### src/rtl/cpu_pkg.sv
// cpu_pkg: shared CPU widths, return-stack depth and PC mux select encoding.
package cpu_pkg;
  localparam int PC_W = 12;
  localparam int RSTACK_DEPTH = 8;
  typedef enum logic [1:0] {
    PCSEL_NEXT   = 2'd0,
    PCSEL_JUMP   = 2'd1,
    PCSEL_RETURN = 2'd2,
    PCSEL_BRANCH = 2'd3
  } pc_sel_e;
endpackage

### src/rtl/return_stack_mem.sv
// return_stack_mem: DEPTH x AW register file, one write port, async read, async clear.
module return_stack_mem #(
  parameter int DEPTH = 8,
  parameter int AW = 12,
  localparam int SW = $clog2(DEPTH)
) (
  input  logic          clk,
  input  logic          rst,
  input  logic          we,
  input  logic [SW-1:0] waddr,
  input  logic [AW-1:0] wdata,
  input  logic [SW-1:0] raddr,
  output logic [AW-1:0] rdata
);
  logic [AW-1:0] mem [DEPTH];
  always_ff @(posedge clk or posedge rst)
    if (rst) for (int i = 0; i < DEPTH; i++) mem[i] <= '0;
    else if (we) mem[waddr] <= wdata;
  assign rdata = mem[raddr];
endmodule

### src/rtl/return_stack.sv
// return_stack: call/return address stack with sticky overflow/underflow flags.
// Define RETURN_STACK_WRAP_EN for circular mode (push on full overwrites the oldest entry).
module return_stack
  import cpu_pkg::*;
#(
  parameter int DEPTH = RSTACK_DEPTH,
  parameter int AW = PC_W,
  localparam int SW = $clog2(DEPTH),
  localparam int CW = $clog2(DEPTH + 1)
) (
  input  logic          clk,
  input  logic          rst,
  input  logic          push,
  input  logic          pop,
  input  logic [AW-1:0] pushAddr,
  input  logic          clrErr,
  output logic [AW-1:0] popAddr,
  output logic          empty,
  output logic          full,
  output logic [CW-1:0] count,
  output logic          overflow,
  output logic          underflow
);
`ifdef RETURN_STACK_WRAP_EN
  localparam bit WRAP = 1'b1;
`else
  localparam bit WRAP = 1'b0;
`endif
  logic [SW-1:0] sp, top, sp_nx;
  logic [CW-1:0] count_nx;
  logic [AW-1:0] rd;
  logic replace, grow, shrink, ovf_set, udf_set;
  assign empty = count == '0;
  assign full = count == CW'(DEPTH);
  assign top = sp - SW'(1);
  // push+pop on a non-empty stack rewrites the top in place; on empty it is a plain push
  assign replace = push & pop & ~empty;
  assign grow = push & ~replace & (~full | WRAP);
  assign shrink = pop & ~push & ~empty;
  assign ovf_set = push & ~pop & full & ~WRAP;
  assign udf_set = pop & empty;
  assign sp_nx = grow ? sp + SW'(1) : shrink ? top : sp;
  assign count_nx = (grow & ~full) ? count + CW'(1) : shrink ? count - CW'(1) : count;
  assign popAddr = empty ? '0 : rd;
  return_stack_mem #(.DEPTH(DEPTH), .AW(AW)) u_mem (
    .clk(clk),
    .rst(rst),
    .we(replace | grow),
    .waddr(replace ? top : sp),
    .wdata(pushAddr),
    .raddr(top),
    .rdata(rd)
  );
  always_ff @(posedge clk or posedge rst)
    if (rst) begin
      sp <= '0;
      count <= '0;
      overflow <= 1'b0;
      underflow <= 1'b0;
    end else begin
      sp <= sp_nx;
      count <= count_nx;
      overflow <= ovf_set | (overflow & ~clrErr);
      underflow <= udf_set | (underflow & ~clrErr);
    end
endmodule

### config.mk
export PLATFORM = sky130hd
export DESIGN_NAME = return_stack
export DESIGN_NICKNAME = d
export VERILOG_FILES = /design/src/rtl/cpu_pkg.sv /design/src/rtl/return_stack_mem.sv /design/src/rtl/return_stack.sv
export SDC_FILE = /design/constraint.sdc
export NUM_CORES = 1
export LEC_CHECK = 0
export ABC_AREA = 1
export ABC_CLOCK_PERIOD_IN_PS = 4300
export CAP_MARGIN = 40
export CORE_ASPECT_RATIO = 1.5
export CORE_MARGIN = 2
export CORE_UTILIZATION = 59
export DETAILED_ROUTE_END_ITERATION = 10
export PLACE_DENSITY = 0.85
export SLEW_MARGIN = 25
export SYNTH_ARGS = -nofsm -noshare
export SYNTH_HDL_FRONTEND = slang
export SYNTH_SLANG_ARGS = --single-unit
### constraint.sdc
create_clock -name clk -period 4.3 [get_ports clk]
set_input_delay 0.43 -clock clk [delete_from_list [all_inputs] [get_ports clk]]
set_output_delay 0.43 -clock clk [all_outputs]
set_load 0.01 [all_outputs]
### After elaboration in Yosys (flattened, before gate mapping)

Cells that the tools add are included.

| operators by class | value |
|---|---|
| magnitude comparators | 3 |
| $mul | 0 |
| shifts and indexed selects | 0 |
| equality and inequality tests | 1 |
| divide/modulo/power cells | 0 |
| reductions and logical operators | 4 |
| $add $sub $neg | 4 |
| bitwise operators | 23 |
| muxes and demuxes | 12 |

Operators by type and width:

| cell | count |
|---|---|
| $bwmux 96 | 1 |
| $mux 12 | 4 |
| $bmux 12 s3 | 1 |
| $demux 12 s3 | 1 |
| $and 1x1->1 | 12 |
| $mux 3 | 3 |
| $ge 4x4->1 const B | 2 |
| $mux 4 | 2 |
| $not 3->4 | 2 |
| $not 1->1 | 6 |
| $add 4x1->4 const B | 1 |
| $eq 4x4->1 const B | 1 |
| $logic_not 4->1 | 1 |
| $lt 4x1->1 const B | 1 |
| $reduce_bool 2->1 | 2 |
| $sub 4x1->4 const B | 1 |
| $add 3x1->3 const B | 1 |
| $or 1x1->1 | 3 |
| $sub 3x1->3 const B | 1 |
| $logic_and 1x1->1 | 1 |

| storage, ports and cells | value |
|---|---|
| output and inout port bits | 20 |
| memories kept | 0 |
| latch bits | 0 |
| bits in writable memories | 0 |
| flip-flop bits (word level) | 105 |
| bits of input ports | 17 |
| logic and storage cells | 59 |
| memory bits (read-only) | 0 |

### Longest topological paths before layout

Gate-level depths: netlist of run 1.

| depth | value |
|---|---|
| depth in word-level cells | 10 |
| depth in mapped cells | 15 |
| mapped depth without buffers | 15 |

### By module

Synthesis of run 1 repeated with hierarchy kept, for this count alone.

| unflattened totals | value |
|---|---|
| cells, all modules | 765 |
| area, all modules | 5470.2 um^2 |

Modules (own cells, without submodules):

| module | seq. area each (um^2) | instances | cells an instance | area each (um^2) |
|---|---|---|---|---|
| return_stack_mem | 2402.3 | 1 | 654 | 4727.0 |
| return_stack | 225.2 | 1 | 111 | 743.2 |

### Worst setup path before layout of run 1

No wires, ideal clock.

| timing path | value |
|---|---|
| path kind | register -> output |
| start | reg sp[0] |
| end | out popAddr[1] |
| arrival time | 2.052 ns |
| setup slack | 1.818 ns |
| data required time | 3.870 ns |
| path buffers | 4 |
| cell stages (with the launch flop) | 11 |
| path through | dfrtp_1 -> clkbuf_2 -> inv_1 -> buf_1 -> ha_1 -> buf_2 -> clkbuf_1 -> o21ai_0 -> o22ai_1 -> nor2_1 -> nor2_1 |

| on the way | value |
|---|---|
| word-level cells in the longest chain between the ends | 6 |

Ends and longest elaborated chain:

| item | line | source |
|---|---|---|
| start, declared | return_stack.sv:29 | `logic [SW-1:0] sp, top, sp_nx;` |
| start signal, assigned | return_stack.sv:61 | `sp <= sp_nx;` |
| $sub 3x1->3 | return_stack.sv:35 | `assign top = sp - SW'(1);` |
| $not 3->4 (implied by the code) | return_stack_mem.sv:19 | `assign rdata = mem[raddr];` |
| $bmux 12 s3 | return_stack_mem.sv:19 |  |
| $mux 12 (implied by the code) (2 in series) | return_stack_mem.sv:19 |  |
| $mux 12 | return_stack.sv:44 | `assign popAddr = empty ? '0 : rd;` |
| end, declared | return_stack.sv:17 | `output logic [AW-1:0] popAddr,` |

No other way between the ends. The select of a mux whose other input is x is not followed.

### Worst setup path after layout of run 1

| timing path | value |
|---|---|
| start | reg sp[1] |
| end | out popAddr[3] |

Same word-level chain as after synthesis.

==> results.json, run 1 <==
{
  "dp_hpwl_um": 8970,
  "synth_top_area_share_pct": 47.7,
  "drive_above_1_share_pct": 6.22,
  "path_class": "register to primary output",
  "cts_tree": "done",
  "p_seq_share_pct": 30.0,
  "min_period_ns": 3.47,
  "dieWidth_um": 82.9,
  "p_per_area_mw_per_mm2": 941,
  "ys_ff_latch": 105,
  "synth_top_family_by_area": "simple AND/OR/NAND/NOR gates",
  "end_kind": "primary output",
  "grt_pass1_wl_um": 24200,
  "ir_drop_mv": 0.668,
  "dp.cells": 818,
  "ant_nets": 0,
  "final-hold-violation-count": 0,
  "cts_setup_buffers": 0,
  "yosys-top-cells-area": "dfrtp_1 48%, nand2_1 16%, nand3_1 9.5%",
  "maxSlewHeadroom_pct": 52.7,
  "synth_cells": 720,
  "tightest_slew_ns": 0.708,
  "grt_use_total_pct": 30.0,
  "power_uw": 5710,
  "synth_nets": 742,
  "netlist_area_mm2": 0.00551,
  "muxShareOfSynthArea_pct": 0,
  "outcome": "complete, no violations",
  "clk_pin_slew_ns": 0.07,
  "port_buffers": 36,
  "hold_buffers": 0,
  "period_share_pct": 80.7,
  "postPlaceCellArea_mm2": 0.00574,
  "final_cell_area_mm2": 0.00607,
  "grt_max_degree": 63,
  "setup_viol": 0,
  "synthTopCellsByCount": "238 x nand2_1, 105 x dfrtp_1, 105 x nand3_1, 87 x nor2_1, 54 x o21ai_0",
  "num_io_pins": 37,
  "stdcell_count": 835,
  "critPathArrivalTime_ns": 3.04,
  "hp-class": "primary input to async pin",
  "wl_per_cell_um": 17.7,
  "h-tree-depth": 3,
  "first_pass_iters": 6,
  "cts_made_buffers": 9,
  "cp.required_ns": 3.87,
  "overflow": 0,
  "place.gp.congestion": 0.867,
  "clkPwrFrac_pct": 15.1,
  "grt_antenna_before_repair": 0,
  "fmax_mhz": 288,
  "reg2reg_slack_ns": 0.99,
  "fin_nets": 740,
  "synth_compound_area_share_pct": 8.15,
  "fp.dieH_um": 122,
  "cts-root-buf": "clkbuf_16",
  "cts_buffer_depth": 2,
  "critPathMaxFanout": 24,
  "yosys.area_share.adder_pct": 1.27,
  "cellLeakagePower_uw": 0.00308,
  "yosysMostFrequentCell": "nand2_1",
  "rows": 43,
  "synth_edf_count": 0,
  "vias_per_cell": 6.09,
  "drt_iter0_markers": 675,
  "p_sw_share_pct": 46.0,
  "internal-power_uw": 3080,
  "cp-start-kind": "register",
  "slew_viol_final": 0,
  "yosys.area.top_type": "dfrtp_1",
  "area_delta_synth_final_pct": 10.2,
  "synth_xor_xnor_area_share_pct": 0.636,
  "ys_seq_area_share_pct": 47.7,
  "skew_ns": 0.00934,
  "ys.flop_type": "dfrtp_1",
  "yosysWarningCount": 0,
  "synth-simple-area-share_pct": 34.9,
  "start_util_pct": 60.2,
  "die_area_mm2": 0.0101,
  "wirelength_um": 14800,
  "clk_latency_ns": 0.35,
  "core_mm2": 0.00915,
  "max-cap-violations": 0,
  "diodes": 0,
  "rsz0062_at_grt": "no",
  "p_sw_uw": 2630,
  "vias": 5089,
  "synth.distinct_cells": 28,
  "route.detailed.drc": 0,
  "cts-resized-gates": 0,
  "avgSynthCellArea_um2": 7.65,
  "synthArstFlopShare_pct": 100,
  "grt_pass1_vias": 4881,
  "p_comb_share_pct": 54.9,
  "clock_sinks": 105,
  "totalNegativeSetupSlack_ns": 0
}
-- registers in the layout, summed over array words and instances, names as in the netlist --
signal / count
u_mem.mem: 96
count: 4
underflow: 1
sp: 3
overflow: 1
-- placed cells by master, fill, tap and decap left out, drive strengths merged --
| cell type | count |
|---|---|
| a21oi | 1 |
| buf | 9 |
| bufinv | 2 |
| clkbuf | 13 |
| clkdlybuf4s50 | 36 |
| clkinv | 2 |
| dfrtp | 105 |
| fa | 1 |
| ha | 4 |
| inv | 16 |
| nand2 | 249 |
| nand3 | 107 |
| nand3b | 1 |
| nor2 | 94 |
| o211ai | 12 |
| o21ai | 54 |
| o22ai | 12 |
| o32ai | 1 |
| xnor2 | 1 |
| xor2 | 3 |
-- layer usage --
metal | GRT usage (%) | wire length [um] | up-vias | share of wire [%]
met4 | 15.7 | 582 | 0 | 3.9
met1 | 37.5 | 5560 | 2414 | 38
met2 | 50.8 | 7400 | 310 | 50
li1 | - | - | 2311 | -
met3 | 4.71 | 1230 | 54 | 8.3
met5 | 0 | 0 | - | 0
-- final cells by class --
class / instances / area (um2)
fillers: 748 / 3080
flip-flops and latches: 105 / 2630
multi-input cells: 540 / 2470
repair buffers: 45 / 455
clock buffers: 13 / 240
well taps: 112 / 140
inverters: 17 / 67.6
clock inverters: 3 / 65.1
-- power groups by stage --
stage	Clock (uW)	Sequential (uW)	Combinational, uW
after detailed placement	0	1710	3070
final	862	1710	3140
after CTS	865	1700	3110
after floorplan	0	1650	2140
after global routing	898	1760	3450
after global placement	0	1690	2970
-- stage by stage --
step	setup slack, ns	util (%)	hold slack, ns
6_report	0.829	66.4	0.321
5_1_grt	0.680	66.4	0.349
4_1_cts	0.895	66.1	0.469
3_5_place_dp	1.09	62.7	0.454
3_3_place_gp	1.19	62.6	0.448
2_1_floorplan	1.11	-	0.437
-- kinds of logic (layout without fill, tap and decap cells) --
family / Yosys count / after routing
fa+ha+maj: 5 / 5
xor+xnor: 4 / 4
flops: 105 / 105
simple gates: 451 / 451
buf+inv: 75 / 78
compound gates: 80 / 80
-- critical path, stage by stage, from the launching register on --
cell and delay (ns):
dfrtp_1 0.40, inv_1 0.09, ha_1 0.59, buf_4 0.37
o21ai_0 0.14, o22ai_1 0.19, nor2_1 0.07, nor2_1 0.22
clkdlybuf4s50_1 0.60
-- path summary, 6_finish.rpt --
check / depth (start not counted) / to / startpoint
setup / recovery: 8 / popAddr[3] / sp[1]$_DFFE_PP0P_
hold / removal: 2 / u_mem.mem[83]$_DFFE_PP0P_ / rst
setup reg to reg: 9 / u_mem.mem[77]$_DFFE_PP0P_ / sp[1]$_DFFE_PP0P_
hold reg to reg: 2 / u_mem.mem[19]$_DFFE_PP0P_ / u_mem.mem[19]$_DFFE_PP0P_
max in group asynchronous: 4 / u_mem.mem[26]$_DFFE_PP0P_ / rst
min in group clk: 2 / u_mem.mem[19]$_DFFE_PP0P_ / u_mem.mem[19]$_DFFE_PP0P_
Power figures use the tool's default switching activity.
==> run 2, diff against run 1 <==
--- a/config.mk
+++ b/config.mk
@@ -6,13 +6,13 @@
 export NUM_CORES = 1
 export LEC_CHECK = 0
 export ABC_AREA = 1
-export ABC_CLOCK_PERIOD_IN_PS = 4300
+export ABC_CLOCK_PERIOD_IN_PS = 2900
 export CAP_MARGIN = 40
 export CORE_ASPECT_RATIO = 1.5
 export CORE_MARGIN = 2
-export CORE_UTILIZATION = 59
+export CORE_UTILIZATION = 54
 export DETAILED_ROUTE_END_ITERATION = 10
-export PLACE_DENSITY = 0.85
+export PLACE_DENSITY = 0.82
 export SLEW_MARGIN = 25
 export SYNTH_ARGS = -nofsm -noshare
 export SYNTH_HDL_FRONTEND = slang
==> constraint.sdc (replaced) <==
create_clock -name clk -period 2.9 [get_ports clk]
set_input_delay 0.29 -clock clk [delete_from_list [all_inputs] [get_ports clk]]
set_output_delay 0.29 -clock clk [all_outputs]
set_load 0.01 [all_outputs]
==> run 2 against run 1 <==
Setup slack worse by 0.69 ns; utilization down 4.5 points; highest routed layer unchanged; flip-flop and latch count is the same; worst hold slack lost 0.12 ns; die area up 8.9%; critical path type unchanged; cell count is 1.8% higher; sequential share of layout area fell by 0.93 points.
==> results.json, run 2 (synthesized netlist as in run 1, its figures left out) <==
{
  "hold_buffers": 0,
  "critPathArrivalTime_ns": 2.47,
  "route.detailed.drc": 0,
  "reg2reg_depth": 9,
  "area_delta_synth_final_pct": 12.6,
  "setup_viol": 0,
  "vias": 5129,
  "cts_tree": "done",
  "grt_antenna_before_repair": 0,
  "totalNegativeSetupSlack_ns": 0,
  "dp_hpwl_um": 9530,
  "rsz0062_at_grt": "no",
  "cp_cell_sequence": "inv_1, ha_2, inv_1, buf_4, o21ai_0, o22ai_1, nor2_1, nor2_1, clkdlybuf4s50_1",
  "fmax_mhz": 363,
  "hold_slack_ns": 0.206,
  "vias_per_cell": 6.03,
  "wirelength_um": 15100,
  "drive_above_1_share_pct": 8.05,
  "clk_pin_slew_ns": 0.07,
  "cp-start-kind": "register",
  "reg_top3": "u_mem.mem (96), count (4), sp (3)",
  "cp_slowest_stage_delay_ns": 0.56,
  "tightest_slew_ns": 0.616,
  "largest_register_ffs": 96,
  "skew_ns": 0.00638,
  "cts-root-buf": "clkbuf_16",
  "hp-class": "primary input to async pin",
  "ir_drop_mv": 0.928,
  "max-cap-violations": 0,
  "num_io_pins": 37,
  "reg2reg_slack_ns": 0.38,
  "port_buffers": 36,
  "slew_viol_final": 0,
  "grt_max_degree": 53,
  "busiest_layer": "met2",
  "layout_commonest_cell": "nand2_1",
  "drt_iter0_markers": 780,
  "start_util_pct": 55.0,
  "ant_nets": 0,
  "h-tree-depth": 3,
  "gr-usage-met2_pct": 45.7,
  "clk_latency_ns": 0.36,
  "place.gp.congestion": 0.910,
  "final-hold-violation-count": 0,
  "p_per_area_mw_per_mm2": 1390,
  "outcome": "complete, no violations",
  "regArea_mm2": 0.00263,
  "cellLeakagePower_uw": 0.00321,
  "grt_use_total_pct": 28.6,
  "grt_pass1_wl_um": 24600,
  "clock_sinks": 105,
  "diodes": 0,
  "path_class": "register to primary output",
  "fin_nets": 750,
  "cp_slowest_cell": "clkdlybuf4s50_1",
  "worst_r2r_startpoint": "count[0]$_DFFE_PP0P_",
  "cp.required_ns": 2.61,
  "grtUsageMet3_pct": 5.02,
  "core_mm2": 0.0100,
  "dieWidth_um": 86.5,
  "largest-register": "u_mem.mem",
  "cts_buffer_depth": 2,
  "fillerInstances": 851,
  "critPathMaxFanout": 9,
  "rows": 45,
  "end_kind": "primary output",
  "die_area_mm2": 0.0110,
  "cts_made_buffers": 9,
  "grt_pass1_vias": 4974,
  "first_pass_iters": 6,
  "mostFrequentLayoutCells": "238 x nand2_1, 105 x nand3_1, 105 x dfrtp_1, 87 x nor2_1, 54 x o21ai_0",
  "overflow": 0,
  "fp.dieH_um": 128,
  "wl_per_cell_um": 17.7,
  "min_period_ns": 2.76,
  "r2r_end": "u_mem.mem[83]$_DFFE_PP0P_",
  "maxSlewHeadroom_pct": 58.9,
  "multi_input_area_mm2": 0.00248,
  "period_share_pct": 95.1,
  "use_met1_pct": 36.9
}
==> run 2: changes by cell type in the layout (fill, tap and decap cells not counted), sizes merged <==
cell           previous run  this run
inv                      16        15
buf                       9        19
clkdlybuf4s50            36        29
dlymetal6s2s              0         7
clkbuf                   13        11
bufinv                    2         1
clkinv                    2         3
clkinvlp                  0         3
==> run 2: area by class of cell <==
cell class              instances  area share, %
flip-flops and latches        105           42.3
clock inverters                 5          0.887
well taps                     117           2.36
multi-input cells             540           39.9
clock buffers                  11           3.91
repair buffers                 55           9.46
inverters                      17           1.11
==> run 2: layer usage <==
| layer | part of all wire, % | wire (um) |
|---|---|---|
| met4 | 4.0 | 600 |
| met1 | 39 | 5810 |
| met5 | 0 | 0 |
| met3 | 7.8 | 1180 |
| met2 | 50 | 7480 |
==> run 2: power by group <==
group / leakage, uW / switching, uW / internal, uW
logic: 0.00175 / 3020 / 1800
registers: 0.00132 / 397 / 2140
clock network: 0.000142 / 553 / 690
total: 0.00321 / 3970 / 4630
==> run 2: worst max-delay path: cells and delay by family (launching register included) <==
family / cells / cell delay [ns]
and+or+nand+nor: 2 / 0.21
adders and majority gates: 1 / 0.31
AOI/OAI and AO/OA: 2 / 0.24
buffers and inverters: 4 / 0.93
DFF: 1 / 0.41
==> run 2: worst max-delay path by stage <==
stage | start | end | slack, ns | cells after the start
final | sp[1]$_DFFE_PP0P_ | popAddr[0] | 0.14 | 9
after global placement | sp[1]$_DFFE_PP0P_ | popAddr[7] | 0.37 | 8
after floorplan | sp[0]$_DFFE_PP0P_ | popAddr[1] | 0.56 | 10
after CTS | sp[1]$_DFFE_PP0P_ | popAddr[7] | 0.008 | 8
after detailed placement | sp[1]$_DFFE_PP0P_ | popAddr[7] | 0.34 | 8
after global routing | sp[1]$_DFFE_PP0P_ | popAddr[0] | 0.001 | 9
==> run 2: what timing repair did <==
item	in CTS	in global routing
setup endpoints to repair	5	8
buffers inserted	0	0
resized for setup	1	11
gates cloned	0	0
==> run 2: metrics by stage <==
step	instances	utilization, %	total power, uW	setup slack [ns]	area (um2)
after floorplan	720	-	5620	0.558	5510
after global placement	833	58.4	7120	0.370	5850
after detailed placement	834	58.6	7260	0.344	5870
after CTS	850	61.6	8540	0.00840	6170
after global routing	850	61.9	9210	0.00134	6200
final	850	61.9	8600	0.143	6200
==> run 3, diff against run 2 <==
--- a/config.mk
+++ b/config.mk
@@ -9,7 +9,7 @@
 export ABC_CLOCK_PERIOD_IN_PS = 2900
 export CAP_MARGIN = 40
 export CORE_ASPECT_RATIO = 1.5
-export CORE_MARGIN = 2
+export CORE_MARGIN = 5
 export CORE_UTILIZATION = 54
 export DETAILED_ROUTE_END_ITERATION = 10
 export PLACE_DENSITY = 0.82
==> constraint.sdc (replaced) <==
create_clock -name clk -period 2.9 [get_ports clk]
set_input_delay 0.29 -clock clk [delete_from_list [all_inputs] [get_ports clk]]
set_output_delay 0.29 -clock clk [all_outputs]
set_load 0.05 [all_outputs]
==> run 3 against run 2 <==
Via count barely moved; first-iteration DRC count fell by 37%; critical path depth fell by 1; global-route usage fell by 3.3 points; highest routed layer unchanged.
==> results.json, run 3 (synthesized netlist as in run 1, its figures left out) <==
{
  "outcome": "complete, no violations",
  "wl_per_cell_um": 17.9,
  "final-hold-violation-count": 0,
  "cp.required_ns": 2.61,
  "dp_hpwl_um": 9990,
  "dp.cells": 832,
  "fmax_mhz": 360,
  "grt_use_total_pct": 25.3,
  "cts-resized-gates": 0,
  "grt_pass1_wl_um": 24800,
  "start_util_pct": 54.7,
  "fin_nets": 748,
  "rows": 45,
  "period_share_pct": 95.7,
  "multi_input_area_mm2": 0.00247,
  "min_period_ns": 2.77,
  "cts-root-buf": "clkbuf_16",
  "route.detailed.drc": 0,
  "cts_buffer_depth": 2,
  "cts_setup_buffers": 0,
  "largest_register_ffs": 96,
  "dieWidth_um": 92.5,
  "rsz0062_at_grt": "no",
  "grt_max_degree": 54,
  "stdcell_count": 848,
  "hp-class": "primary input to async pin",
  "max-cap-violations": 0,
  "grt_pass1_vias": 4978,
  "totalNegativeSetupSlack_ns": 0,
  "cts_tree": "done",
  "overflow": 0,
  "postPlaceCellArea_mm2": 0.00579,
  "clk_latency_ns": 0.35,
  "reg_top3": "u_mem.mem (96), count (4), sp (3)",
  "fp.dieH_um": 134,
  "port_buffers": 36,
  "drt_iter0_markers": 489,
  "h-tree-depth": 3,
  "drive_above_1_share_pct": 9.44,
  "clk_pin_slew_ns": 0.07,
  "setup_viol": 0,
  "maxSlewHeadroom_pct": 60.0,
  "final_cell_area_mm2": 0.00609,
  "worst_r2r_startpoint": "sp[1]$_DFFE_PP0P_",
  "cts_made_buffers": 9,
  "clock_sinks": 105,
  "die_area_mm2": 0.0124,
  "r2r_end": "u_mem.mem[72]$_DFFE_PP0P_",
  "reg2reg_depth": 9,
  "critPathMaxFanout": 21,
  "end_kind": "primary output",
  "mostFrequentLayoutCells": "238 x nand2_1, 105 x nand3_1, 105 x dfrtp_1, 87 x nor2_1, 54 x o21ai_0",
  "regArea_mm2": 0.00263,
  "grt_antenna_before_repair": 0,
  "largest-register": "u_mem.mem",
  "area_delta_synth_final_pct": 10.6,
  "vias": 5128,
  "layout_commonest_cell": "nand2_1",
  "core_mm2": 0.0101,
  "vias_per_cell": 6.05,
  "cp-start-kind": "register",
  "path_class": "register to primary output",
  "reg2reg_slack_ns": 0.28,
  "wirelength_um": 15200,
  "tightest_slew_ns": 0.599,
  "diodes": 0,
  "place.gp.congestion": 0.854,
  "num_io_pins": 37,
  "hold_buffers": 0,
  "first_pass_iters": 5,
  "critPathArrivalTime_ns": 2.48,
  "fillerInstances": 897,
  "skew_ns": 0.00751,
  "ant_nets": 0,
  "slew_viol_final": 0
}
==> run 3: worst max path at each step <==
stage,endpoint,start,slack [ns]
detailed placement,count[3]$_DFFE_PP0P_,pop,0.38
finish,popAddr[1],sp[1]$_DFFE_PP0P_,0.13
global route,popAddr[3],sp[1]$_DFFE_PP0P_,0.01
CTS,popAddr[3],sp[1]$_DFFE_PP0P_,0.16
global placement,count[3]$_DFFE_PP0P_,pop,0.44
floorplan,popAddr[1],sp[0]$_DFFE_PP0P_,0.07
==> run 3: stage by stage <==
stage	setup slack (ns)	hold WS, ns	utilization [%]
finish	0.125	0.353	60.4
global route	0.0120	0.404	60.4
floorplan	0.0718	0.382	-
detailed placement	0.376	0.454	57.4
CTS	0.158	0.373	60.4
global placement	0.437	0.448	57.4
==> run 3: layout make-up <==
cell class | instances | share of cell area, %
flip-flops and latches | 105 | 43.1
multi-input cells | 540 | 40.6
clock buffers | 10 | 3.76
clock inverters | 6 | 1.11
well taps | 117 | 2.40
repair buffers | 53 | 7.78
inverters | 17 | 1.19
==> run 3: worst max-delay path, stage by stage, from the launching register on <==
cell      delay (ns)
dfrtp_1         0.42
inv_1           0.08
ha_1            0.51
buf_6           0.27
o21ai_0         0.11
o211ai_1        0.22
nand2_1         0.08
nor2_1          0.19
buf_4           0.24
==> run 3: per-layer routing <==
layer,track usage (%),vias up,share of wire [%]
li1,-,2334,-
met1,31.0,2476,39
met2,42.5,275,50
met3,4.29,43,7.7
met4,13.1,0,4.1
met5,0,-,0
Power of run 3 is not shown: default switching activity piles up to over one toggle a cycle in this logic, so the estimate is an artifact.
